--- config.mk ---
export PLATFORM = sky130hd
export DESIGN_NAME = wm_billing_ctrl
export DESIGN_NICKNAME = d
export VERILOG_FILES = /design/src/rtl/wm_billing_ctrl.sv
export SDC_FILE = /design/constraint.sdc
export NUM_CORES = 1
export LEC_CHECK = 0
export CAP_MARGIN = 40
export CORE_MARGIN = 2
export CORE_UTILIZATION = 58
export CTS_CLUSTER_DIAMETER = 200
export CTS_CLUSTER_SIZE = 25
export DETAILED_ROUTE_END_ITERATION = 12
export HOLD_SLACK_MARGIN = 0.03
export PLACE_DENSITY = 0.86
export SYNTH_ARGS = -nofsm -noshare
export SYNTH_HDL_FRONTEND = slang
export SYNTH_SLANG_ARGS = --single-unit
--- constraint.sdc ---
create_clock -name clk -period 4.4 [get_ports clk]
set_clock_uncertainty 0.05 [all_clocks]
set_input_delay 0.88 -clock clk [delete_from_list [all_inputs] [get_ports clk]]
set_output_delay 0.88 -clock clk [all_outputs]
set_load 0.01 [all_outputs]
--- src/rtl/wm_billing_ctrl.sv ---
// wm_billing_ctrl: billing and run controller for the washing-machine front panel.
//
// The controller checks the user balance against a per-mode price table,
// deducts the fee, counts the wash duration down in seconds, and drives the
// state LEDs and four BCD digits for the 4-digit scan driver.
// Digit code 4'hB is blank and 4'hE shows the letter E.
//
// Ports:
//   clk        system clock
//   rst        asynchronous active-low reset
//   on         machine power/enable level; low forces IDLE
//   start      single-cycle start request
//   mode       requested wash mode
//   bal        current user balance
//   bal_rem    balance after the last successful charge
//   fee        fee charged for the current/last run
//   secs_left  remaining run seconds
//   busy       high while running
//   done       one-cycle pulse when a run completes
//   err        high in the error state
//   st_light   one-hot state LEDs (RUN 0x80, IDLE 0x40, DONE 0x20, ERR 0x10)
//   disp       four BCD digits {d3,d2,d1,d0}
//
// Handshake: start is a level sampled on each rising clk edge and acts only
// in IDLE/DONE/ERR with on=1. It needs no acknowledge; in RUN it is ignored.
// All outputs are registered and computed from the next-state values, so they
// show the state the controller has just entered. st_light doubles as the
// observable FSM state.
module wm_billing_ctrl #(
    parameter int MODE_W        = 2,
    parameter int N_MODES       = 4,
    parameter int BAL_W         = 12,
    parameter int TICKS_PER_SEC = 100_000_000,
    parameter logic [N_MODES*7-1:0] PRICES = {7'd8, 7'd6, 7'd4, 7'd3},
    parameter logic [N_MODES*7-1:0] DURS   = {7'd60, 7'd45, 7'd30, 7'd20}
) (
    input  logic              clk,
    input  logic              rst,
    input  logic              on,
    input  logic              start,
    input  logic [MODE_W-1:0] mode,
    input  logic [BAL_W-1:0]  bal,
    output logic [BAL_W-1:0]  bal_rem,
    output logic [6:0]        fee,
    output logic [6:0]        secs_left,
    output logic              busy,
    output logic              done,
    output logic              err,
    output logic [7:0]        st_light,
    output logic [15:0]       disp
);

    localparam int TICK_W = $clog2(TICKS_PER_SEC);
    localparam logic [TICK_W-1:0] TICK_MAX = TICK_W'(TICKS_PER_SEC - 1);

    typedef enum logic [1:0] {
        S_IDLE,
        S_RUN,
        S_DONE,
        S_ERR
    } state_t;

    state_t              state_q, state_d;
    logic [TICK_W-1:0]   tick_q, tick_d;
    logic [MODE_W-1:0]   mode_q, mode_d;
    logic [BAL_W-1:0]    bal_rem_d;
    logic [6:0]          fee_d;
    logic [6:0]          secs_d;
    logic                done_d;
    logic [7:0]          st_light_d;
    logic [15:0]         disp_d;

    logic [6:0]          sel_price;
    logic [6:0]          sel_dur;
    logic                mode_ok;
    logic                can_pay;

    // Two BCD digits of a value 0..99.
    function automatic logic [7:0] bcd2(input logic [6:0] v);
        return {4'(v / 7'd10), 4'(v % 7'd10)};
    endfunction

    // Table lookup for the live mode input; an out-of-range mode matches no
    // entry and leaves mode_ok low.
    always_comb begin
        sel_price = '0;
        sel_dur   = '0;
        mode_ok   = 1'b0;
        for (int i = 0; i < N_MODES; i++) begin
            if (mode == MODE_W'(i)) begin
                mode_ok   = 1'b1;
                sel_price = PRICES[i*7 +: 7];
                sel_dur   = DURS[i*7 +: 7];
            end
        end
    end

    assign can_pay = mode_ok && (bal >= BAL_W'(sel_price));

    // Next-state and next-output logic.
    always_comb begin
        state_d   = state_q;
        tick_d    = tick_q;
        mode_d    = mode_q;
        bal_rem_d = bal_rem;
        fee_d     = fee;
        secs_d    = secs_left;
        done_d    = 1'b0;

        if (!on) begin
            // Power off wins over everything; the charge is not refunded.
            state_d = S_IDLE;
            secs_d  = '0;
            tick_d  = '0;
        end else begin
            case (state_q)
                S_RUN: begin
                    if (tick_q == TICK_MAX) begin
                        tick_d = '0;
                        secs_d = secs_left - 7'd1;
                        if (secs_left == 7'd1) begin
                            state_d = S_DONE;
                            done_d  = 1'b1;
                        end
                    end else begin
                        tick_d = tick_q + 1'b1;
                    end
                end
                default: begin
                    // IDLE, DONE and ERR all accept a new start.
                    if (start) begin
                        if (can_pay) begin
                            state_d   = S_RUN;
                            fee_d     = sel_price;
                            bal_rem_d = bal - BAL_W'(sel_price);
                            secs_d    = sel_dur;
                            tick_d    = '0;
                            mode_d    = mode;
                        end else begin
                            state_d = S_ERR;
                        end
                    end
                end
            endcase
        end

        case (state_d)
            S_RUN:   st_light_d = 8'b1000_0000;
            S_DONE:  st_light_d = 8'b0010_0000;
            S_ERR:   st_light_d = 8'b0001_0000;
            default: st_light_d = 8'b0100_0000;
        endcase

        if (!on) begin
            disp_d = 16'hBBBB;
        end else begin
            case (state_d)
                S_RUN:   disp_d = {4'(mode_d), 4'hB, bcd2(secs_d)};
                S_DONE:  disp_d = 16'hBB00;
                S_ERR:   disp_d = 16'hEBBB;
                default: disp_d = mode_ok ? {8'hBB, bcd2(sel_price)} : 16'hBBBB;
            endcase
        end
    end

    always_ff @(posedge clk or negedge rst) begin
        if (!rst) begin
            state_q   <= S_IDLE;
            tick_q    <= '0;
            mode_q    <= '0;
            bal_rem   <= '0;
            fee       <= '0;
            secs_left <= '0;
            busy      <= 1'b0;
            done      <= 1'b0;
            err       <= 1'b0;
            st_light  <= 8'b0100_0000;
            disp      <= 16'hBBBB;
        end else begin
            state_q   <= state_d;
            tick_q    <= tick_d;
            mode_q    <= mode_d;
            bal_rem   <= bal_rem_d;
            fee       <= fee_d;
            secs_left <= secs_d;
            busy      <= (state_d == S_RUN);
            done      <= done_d;
            err       <= (state_d == S_ERR);
            st_light  <= st_light_d;
            disp      <= disp_d;
        end
    end

endmodule
==> results.ini, run 1 <==
[worst_setup_path]
cp_max_fo = 6
worstReg2RegEnd = disp[3]$_DFF_PN1_
crit_top_cell = buf_4
r2r-start = state_q[0]$_DFF_PN0_
cpMaxStageDelayCell = or4_1
r2r_setup_slack_ns = 0.91
cp.required_ns = 4.64
cp-start-kind = input port
reg2regPathDepth = 10
critPathTopFamily = buffers and inverters
crit_buf_inv = 8
crit_path_end_kind = flop
cp_data_arrival_time_ns = 4.37
criticalPathCategory = input port to flop
worstPathCellList = clkdlybuf4s50_1, inv_1, ha_1, inv_1, fa_2, a21o_1, a21boi_4, buf_12, a211oi_4, buf_4, a211oi_2, or2_4, buf_4, or4_1, o211ai_2, buf_4, buf_4, o211ai_1, and3_1
slowest_delay_ns = 0.53

[grt]
grt_pass1_vias = 3811
grt_usage = 0.295
busiest_layer = met2
met2_usage = 0.488
grt_overflow = 0
grt_max_degree = 34
grt.met3_usage = 0.0471
grt_pass1_wl_um = 18200
grt_util_met1 = 0.390
antenna_found_initial = 0

[pwr]
power_mw = 1.77
power_density_mw_per_mm2 = 317
max-vdd-ir-drop_mv = 0.197
leakagePower_nw = 2.45

[finish]
final_layout_size_suffix_gt1_frac = 0.214
fin_cells = 684
nNetsFinal = 612
postLayoutCellArea_mm2 = 0.00559
areaGrowthSynthToFinish_pct = 31.9
num_antenna_cells = 0

[logic_synthesis]
synthArstFlopShare = 1.00
synth_fa_ha_area_frac = 0.0431
synthSimpleGateAreaFrac = 0.237
seq_area_frac_synth = 0.428
ys.flop_type = dfrtp_1
netlist_area_mm2 = 0.00424
avgSynthCellArea_um2 = 8.91
syn_inst = 476
synth_top_family_by_area = simple AND/OR/NAND/NOR gates
synth_compound_area_frac = 0.168
ys.warnings.count = 0
synthDistinctLibCells = 65
synth-edff-count = 0
ys_seq_elements = 72
synthMuxAreaShare = 0.0100
synth_xor_area_frac = 0.0496

[detailed_routing]
drt_wl_total_um = 12100
ant_nets = 0
drt_iter0_markers = 334
wire_per_inst_um = 17.7
dr.pass1.iters = 5
vias = 4048
drc_errors = 0
viasPerCell = 5.92

[worst_hold_path]
hold_path.class = input port to async pin

[timing]
slew_headroom = 0.339
setup_slack_ns = 0.271
min_period_over_period = 0.938
finalSetupViolCount = 0
holdWs_ns = 0.385
drv_slew = 0
tightestPinTransition_ns = 0.990
max_freq_mhz = 242
fin_crit_ns = 4.13
final_hold_viol_count = 0
rsz0062_at_grt = no

[floorplan]
initial_utilization = 0.591
die_area_mm2 = 0.00801
core-area_mm2 = 0.00718
die_h_um = 89.5
die_x_um = 89.5
num_io_pins = 71
rows = 31

[clocking]
root_buffer = clkbuf_8
tritoncts = built
worstSkewPairLatency_ns = 0.36
cts_buffer_depth = 2
clock-sinks = 72
clkTransAtPathRegs_ns = 0.09
cts_made_buffers = 9
h-tree-depth = 3

[place]
place.gp.congestion = 0.898
dp_hpwl_um = 8360
portBuffers = 59
place_ws_ns = -0.358
place_area_mm2 = 0.00515
place_inst = 660

[run_status]
status = complete, no violations

[flow_run]
drv_cap = 0

-- how the worst max path moves through the flow --
stage / to / cells past startpoint / from / slack (ns)
after floorplan: disp[3]$_DFF_PN1_ / 16 / mode[0] / 0.24
after global placement: disp[1]$_DFF_PN1_ / 17 / mode[0] / -0.23
after detailed placement: disp[1]$_DFF_PN1_ / 15 / mode[1] / -0.36
after CTS: disp[1]$_DFF_PN1_ / 15 / mode[1] / 0.02
after global routing: disp[3]$_DFF_PN1_ / 17 / bal[0] / 0.11
final: disp[3]$_DFF_PN1_ / 19 / bal[0] / 0.27
-- metrics by stage --
| step | utilization | TNS (ns) |
|---|---|---|
| 6_report | 0.779 | 0 |
| 3_5_place_dp | 0.718 | -1.18 |
| 4_1_cts | 0.745 | 0 |
| 3_3_place_gp | 0.718 | -0.738 |
| 2_1_floorplan | - | 0 |
| 5_1_grt | 0.779 | 0 |
-- report_power, final --
| part | leakage (nW) | switching (mW) | internal [mW] |
|---|---|---|---|
| sequential | 0.935 | 0.0354 | 0.723 |
| combinational | 1.42 | 0.255 | 0.233 |
| clock | 0.0960 | 0.266 | 0.260 |
| total | 2.45 | 0.556 | 1.22 |
-- flip-flops by register name (all words and copies together) (netlist names) --
signal / count
secs_left: 7
bal_rem: 12
err: 1
done: 1
tick_q: 27
disp: 12
mode_q: 2
st_light: 3
fee: 4
busy: 1
state_q: 2
-- layout by cell type, fill, tap and decap left out, types with 11 or more instances in the layout --
cell type        count
a21oi_1             15
and3_1              12
buf_4               52
clkdlybuf4s50_1     56
conb_1              11
dfrtp_1             62
ha_1                11
inv_1               19
nand2_1             55
nand3_1             18
nor2_1              46
nor3_1              15
o21ai_0             44
xnor2_1             12
xor2_1              12
-- cell usage after synthesis (5+ instances only) --
library cell	count	share of area
inv_1	20	0.018
xnor2_1	12	0.025
nor3_1	16	0.019
or3_1	5	0.0074
nor2_1	46	0.041
nand2_1	55	0.049
o211ai_1	5	0.0089
o31ai_1	9	0.016
nand4_1	7	0.010
clkbuf_1	11	0.0097
a21oi_1	16	0.019
and3_1	14	0.021
ha_1	13	0.038
dfstp_2	10	0.062
buf_4	13	0.023
xor2_1	12	0.025
nand3_1	18	0.021
a31oi_1	5	0.0074
dfrtp_1	62	0.37
o21ai_0	46	0.054
and2_1	6	0.0089
-- worst register-to-register path, delay by kind of cell (launching register included) --
kind            cells  cell delay [ns]
simple gates        4             1.84
compound gates      3             0.55
mux                 2             0.46
flops               1             0.37
buf+inv             1             0.16
-- layer usage --
metal / up-vias / part of all wire
li1: 1859 / -
met1: 1985 / 0.42
met2: 167 / 0.49
met3: 37 / 0.059
met4: 0 / 0.027
met5: - / 0
-- layout make-up --
type,count,area (um^2)
multi-input combinational,361,2360
timing repair buffer,113,1010
fill,479,1580
inverter,22,86.3
sequential,72,1810
tap,99,124
clock inverter,6,61.3
timing repair inverter,1,7.51
clock buffer,10,128
-- what timing repair did --
| item | 4_1_cts | 5_1_grt |
|---|---|---|
| endpoints found under the hold margin | 0 | 0 |
| buffers inserted | 0 | 7 |
| hold buffers | 0 | 0 |
| endpoints found under the setup margin | 0 | 5 |
| gates resized for setup | 0 | 38 |
-- logic make-up after synthesis --
family	count (synthesis)
buffers and inverters	52
AOI/OAI and AO/OA	112
xor gates and xnor gates	24
other	2
DFF	72
muxes	3
and+or+nand+nor	197
adders and majority gates	14
Power figures use the tool's default switching activity.
==> run 2: changes to the inputs <==
--- a/config.mk
+++ b/config.mk
@@ -5,7 +5,7 @@
 export SDC_FILE = /design/constraint.sdc
 export NUM_CORES = 1
 export LEC_CHECK = 0
-export CAP_MARGIN = 40
+export CAP_MARGIN = 20
 export CORE_MARGIN = 2
 export CORE_UTILIZATION = 58
 export CTS_CLUSTER_DIAMETER = 200
==> results of run 2 <==
Final layout, timing and power as in run 1 (identical DEF).
==> run 3: changes to the inputs <==
--- a/config.mk
+++ b/config.mk
@@ -11,6 +11,7 @@
 export CTS_CLUSTER_DIAMETER = 200
 export CTS_CLUSTER_SIZE = 25
 export DETAILED_ROUTE_END_ITERATION = 12
+export GPL_ROUTABILITY_DRIVEN = 0
 export HOLD_SLACK_MARGIN = 0.03
 export PLACE_DENSITY = 0.86
 export SYNTH_ARGS = -nofsm -noshare
==> run 3 against run 2 <==
Effect of this change:
- first-iteration DRC count is 0.60% lower
- flip-flop and latch count stayed put
- global-route usage is 0.72 points lower
- fmax is 4.6% lower
- setup slack worse by 0.20 ns
- register-to-register slack better by 0.14 ns
- die area stayed put
- total power is 5.8% lower
- count of clock-buffer cells in the layout is 3 higher
- wire length is 9.0% lower
- critical path depth is 2 lower
- design area is 4.1% lower
==> results.ini, run 3 (synthesis results as in run 1) <==
[pwr]
leakagePower_nw = 2.35  ; -4.2%
max-vdd-ir-drop_mv = 0.194  ; -1.7%
power_density_mw_per_mm2 = 311  ; -1.7%
power_mw = 1.67  ; -5.8%

[timing]
tightestPinTransition_ns = 0.940  ; -0.0494 ns
holdWs_ns = 0.423  ; +0.0384 ns
fin_crit_ns = 4.33  ; +0.198 ns
max_freq_mhz = 231  ; -4.6%
setup_slack_ns = 0.0733  ; -0.198 ns
slew_headroom = 0.371  ; +0.0320
min_period_over_period = 0.983  ; +0.0450
finalSetupViolCount = 0  ; unchanged
drv_slew = 0  ; unchanged
final_hold_viol_count = 0  ; unchanged
rsz0062_at_grt = yes

[clocking]
clock-sinks = 72  ; unchanged
root_buffer = clkbuf_8
clkTransAtPathRegs_ns = 0.07  ; -0.02 ns
cts-resized-gates = 0  ; unchanged
postCtsSetupRepairBufs = 0  ; unchanged
tritoncts = built
cts_made_buffers = 9  ; unchanged
cts_hold_buf = 0  ; unchanged
h-tree-depth = 3  ; unchanged
worstSkewPairLatency_ns = 0.35  ; about the same
cts_buffer_depth = 2  ; unchanged

[worst_setup_path]
worstPathCellList = clkdlybuf4s50_1, inv_1, ha_1, ha_1, inv_1, fa_1, a21o_1, a21boi_4, a2bb2oi_1, o2111ai_2, nand3_4, clkinv_2, mux2i_1, a311oi_2, o211ai_2, or4_1, and3_1
r2r_setup_slack_ns = 1.05  ; +0.14 ns
slowest_delay_ns = 0.43  ; -0.10 ns
criticalPathCategory = input port to flop
cp.required_ns = 4.63  ; about the same
critPathTopFamily = compound AO/OA/AOI/OAI gates
cpMaxStageDelayCell = or4_1
cp_max_fo = 6  ; unchanged
cp-start-kind = input port
crit_path_end_kind = flop
cp_data_arrival_time_ns = 4.55  ; +0.18 ns
crit_buf_inv = 4  ; -4

[detailed_routing]
dr.pass1.iters = 5  ; unchanged
ant_nets = 0  ; unchanged
vias = 3975  ; -1.8%
viasPerCell = 5.92  ; about the same
wire_per_inst_um = 16.4  ; -7.3%
drt_wl_total_um = 11000  ; -9.0%
drc_errors = 0  ; unchanged
drt_iter0_markers = 332  ; -0.60%

[floorplan]
die_area_mm2 = 0.00801  ; unchanged
initial_utilization = 0.591  ; unchanged
die_h_um = 89.5  ; unchanged
num_io_pins = 71  ; unchanged
die_x_um = 89.5  ; unchanged
core-area_mm2 = 0.00718  ; unchanged
rows = 31  ; unchanged

[finish]
top_regs = tick_q: 27 flops, bal_rem: 12 flops, disp: 12 flops
nNetsFinal = 599  ; -2.1%
postLayoutCellArea_mm2 = 0.00536  ; -4.1%
most-common-layout-cells = 62 x dfrtp_1, 58 x clkdlybuf4s50_1, 55 x nand2_1
fillCellCount = 489  ; +2.1%
fin_cells = 671  ; -1.9%
layout_commonest_cell = dfrtp_1
areaGrowthSynthToFinish_pct = 26.4
num_antenna_cells = 0  ; unchanged
top_register = tick_q
largest_reg_flops = 27  ; unchanged
final_layout_size_suffix_gt1_frac = 0.173  ; -0.0406

[place]
dp_hpwl_um = 7870  ; -5.9%
place_ws_ns = -0.280  ; +0.0778 ns
portBuffers = 59  ; unchanged
place_area_mm2 = 0.00512  ; -0.73%
place_inst = 655  ; -0.76%

[grt]
grt_usage = 0.288  ; -0.00723
antenna_found_initial = 0  ; unchanged
grt_max_degree = 41  ; +21%
grt_overflow = 0  ; unchanged
grt_pass1_vias = 3765  ; -1.2%
grt_pass1_wl_um = 17700  ; -2.5%

[flow_run]
drv_cap = 0  ; unchanged

[worst_hold_path]
hold_path.class = flop to flop

[run_status]
status = complete, no violations

## run 3: changes by cell type in the layout (fill, tap and decap cells not counted), sizes merged
cell,delta
buf,-12
clkbuf,+3
clkdlybuf4s50,+2
clkinv,-2
dlymetal6s2s,-2
bufinv,-1
clkinvlp,-1
## run 3: where the power goes
group | leakage, nW | internal, mW | switching (mW)
registers | 0.935 | 0.723 | 0.0333
clock network | 0.0834 | 0.219 | 0.247
logic | 1.33 | 0.211 | 0.235
total | 2.35 | 1.15 | 0.515
## run 3: final timing paths
kind	start	endpoint	cells past startpoint
max in group asynchronous	rst	disp[13]$_DFF_PN1_	2
max reg2reg	tick_q[0]$_DFFE_PN0P_	disp[3]$_DFF_PN1_	11
max	mode[0]	disp[3]$_DFF_PN1_	17
min reg2reg	fee[0]$_DFFE_PN0P_	fee[0]$_DFFE_PN0P_	2
min in group asynchronous	rst	tick_q[10]$_DFFE_PN0P_	1
min	fee[0]$_DFFE_PN0P_	fee[0]$_DFFE_PN0P_	2
## run 3: metrics by stage
step / utilization / setup TNS, ns
after floorplan: - / 0
after global placement: 0.713 / -0.272
after detailed placement: 0.713 / -0.819
after CTS: 0.736 / 0
after global routing: 0.747 / -0.101
final: 0.747 / 0
## run 3: area by class of cell
class                      instances  area, um^2  share of cell area
sequential                        72        1810               0.338
timing repair buffer             101         901               0.168
tap                               99         124              0.0231
clock inverter                     3        17.5             0.00327
inverter                          22        86.3              0.0161
multi-input combinational        361        2270               0.423
clock buffer                      13         149              0.0278
## run 3: per-layer routing
layer	vias to the layer above	wire length (um)	GRT usage
li1	1835	-	-
met1	1913	4410	0.376
met2	188	5480	0.469
met3	39	783	0.0702
met4	0	328	0.102
met5	-	0	0
## run 3: worst min-delay path, stage by stage (launching register included)
cell and delay (ns):
dfrtp_1 0.34, nand2_1 0.05, nand2_1 0.06
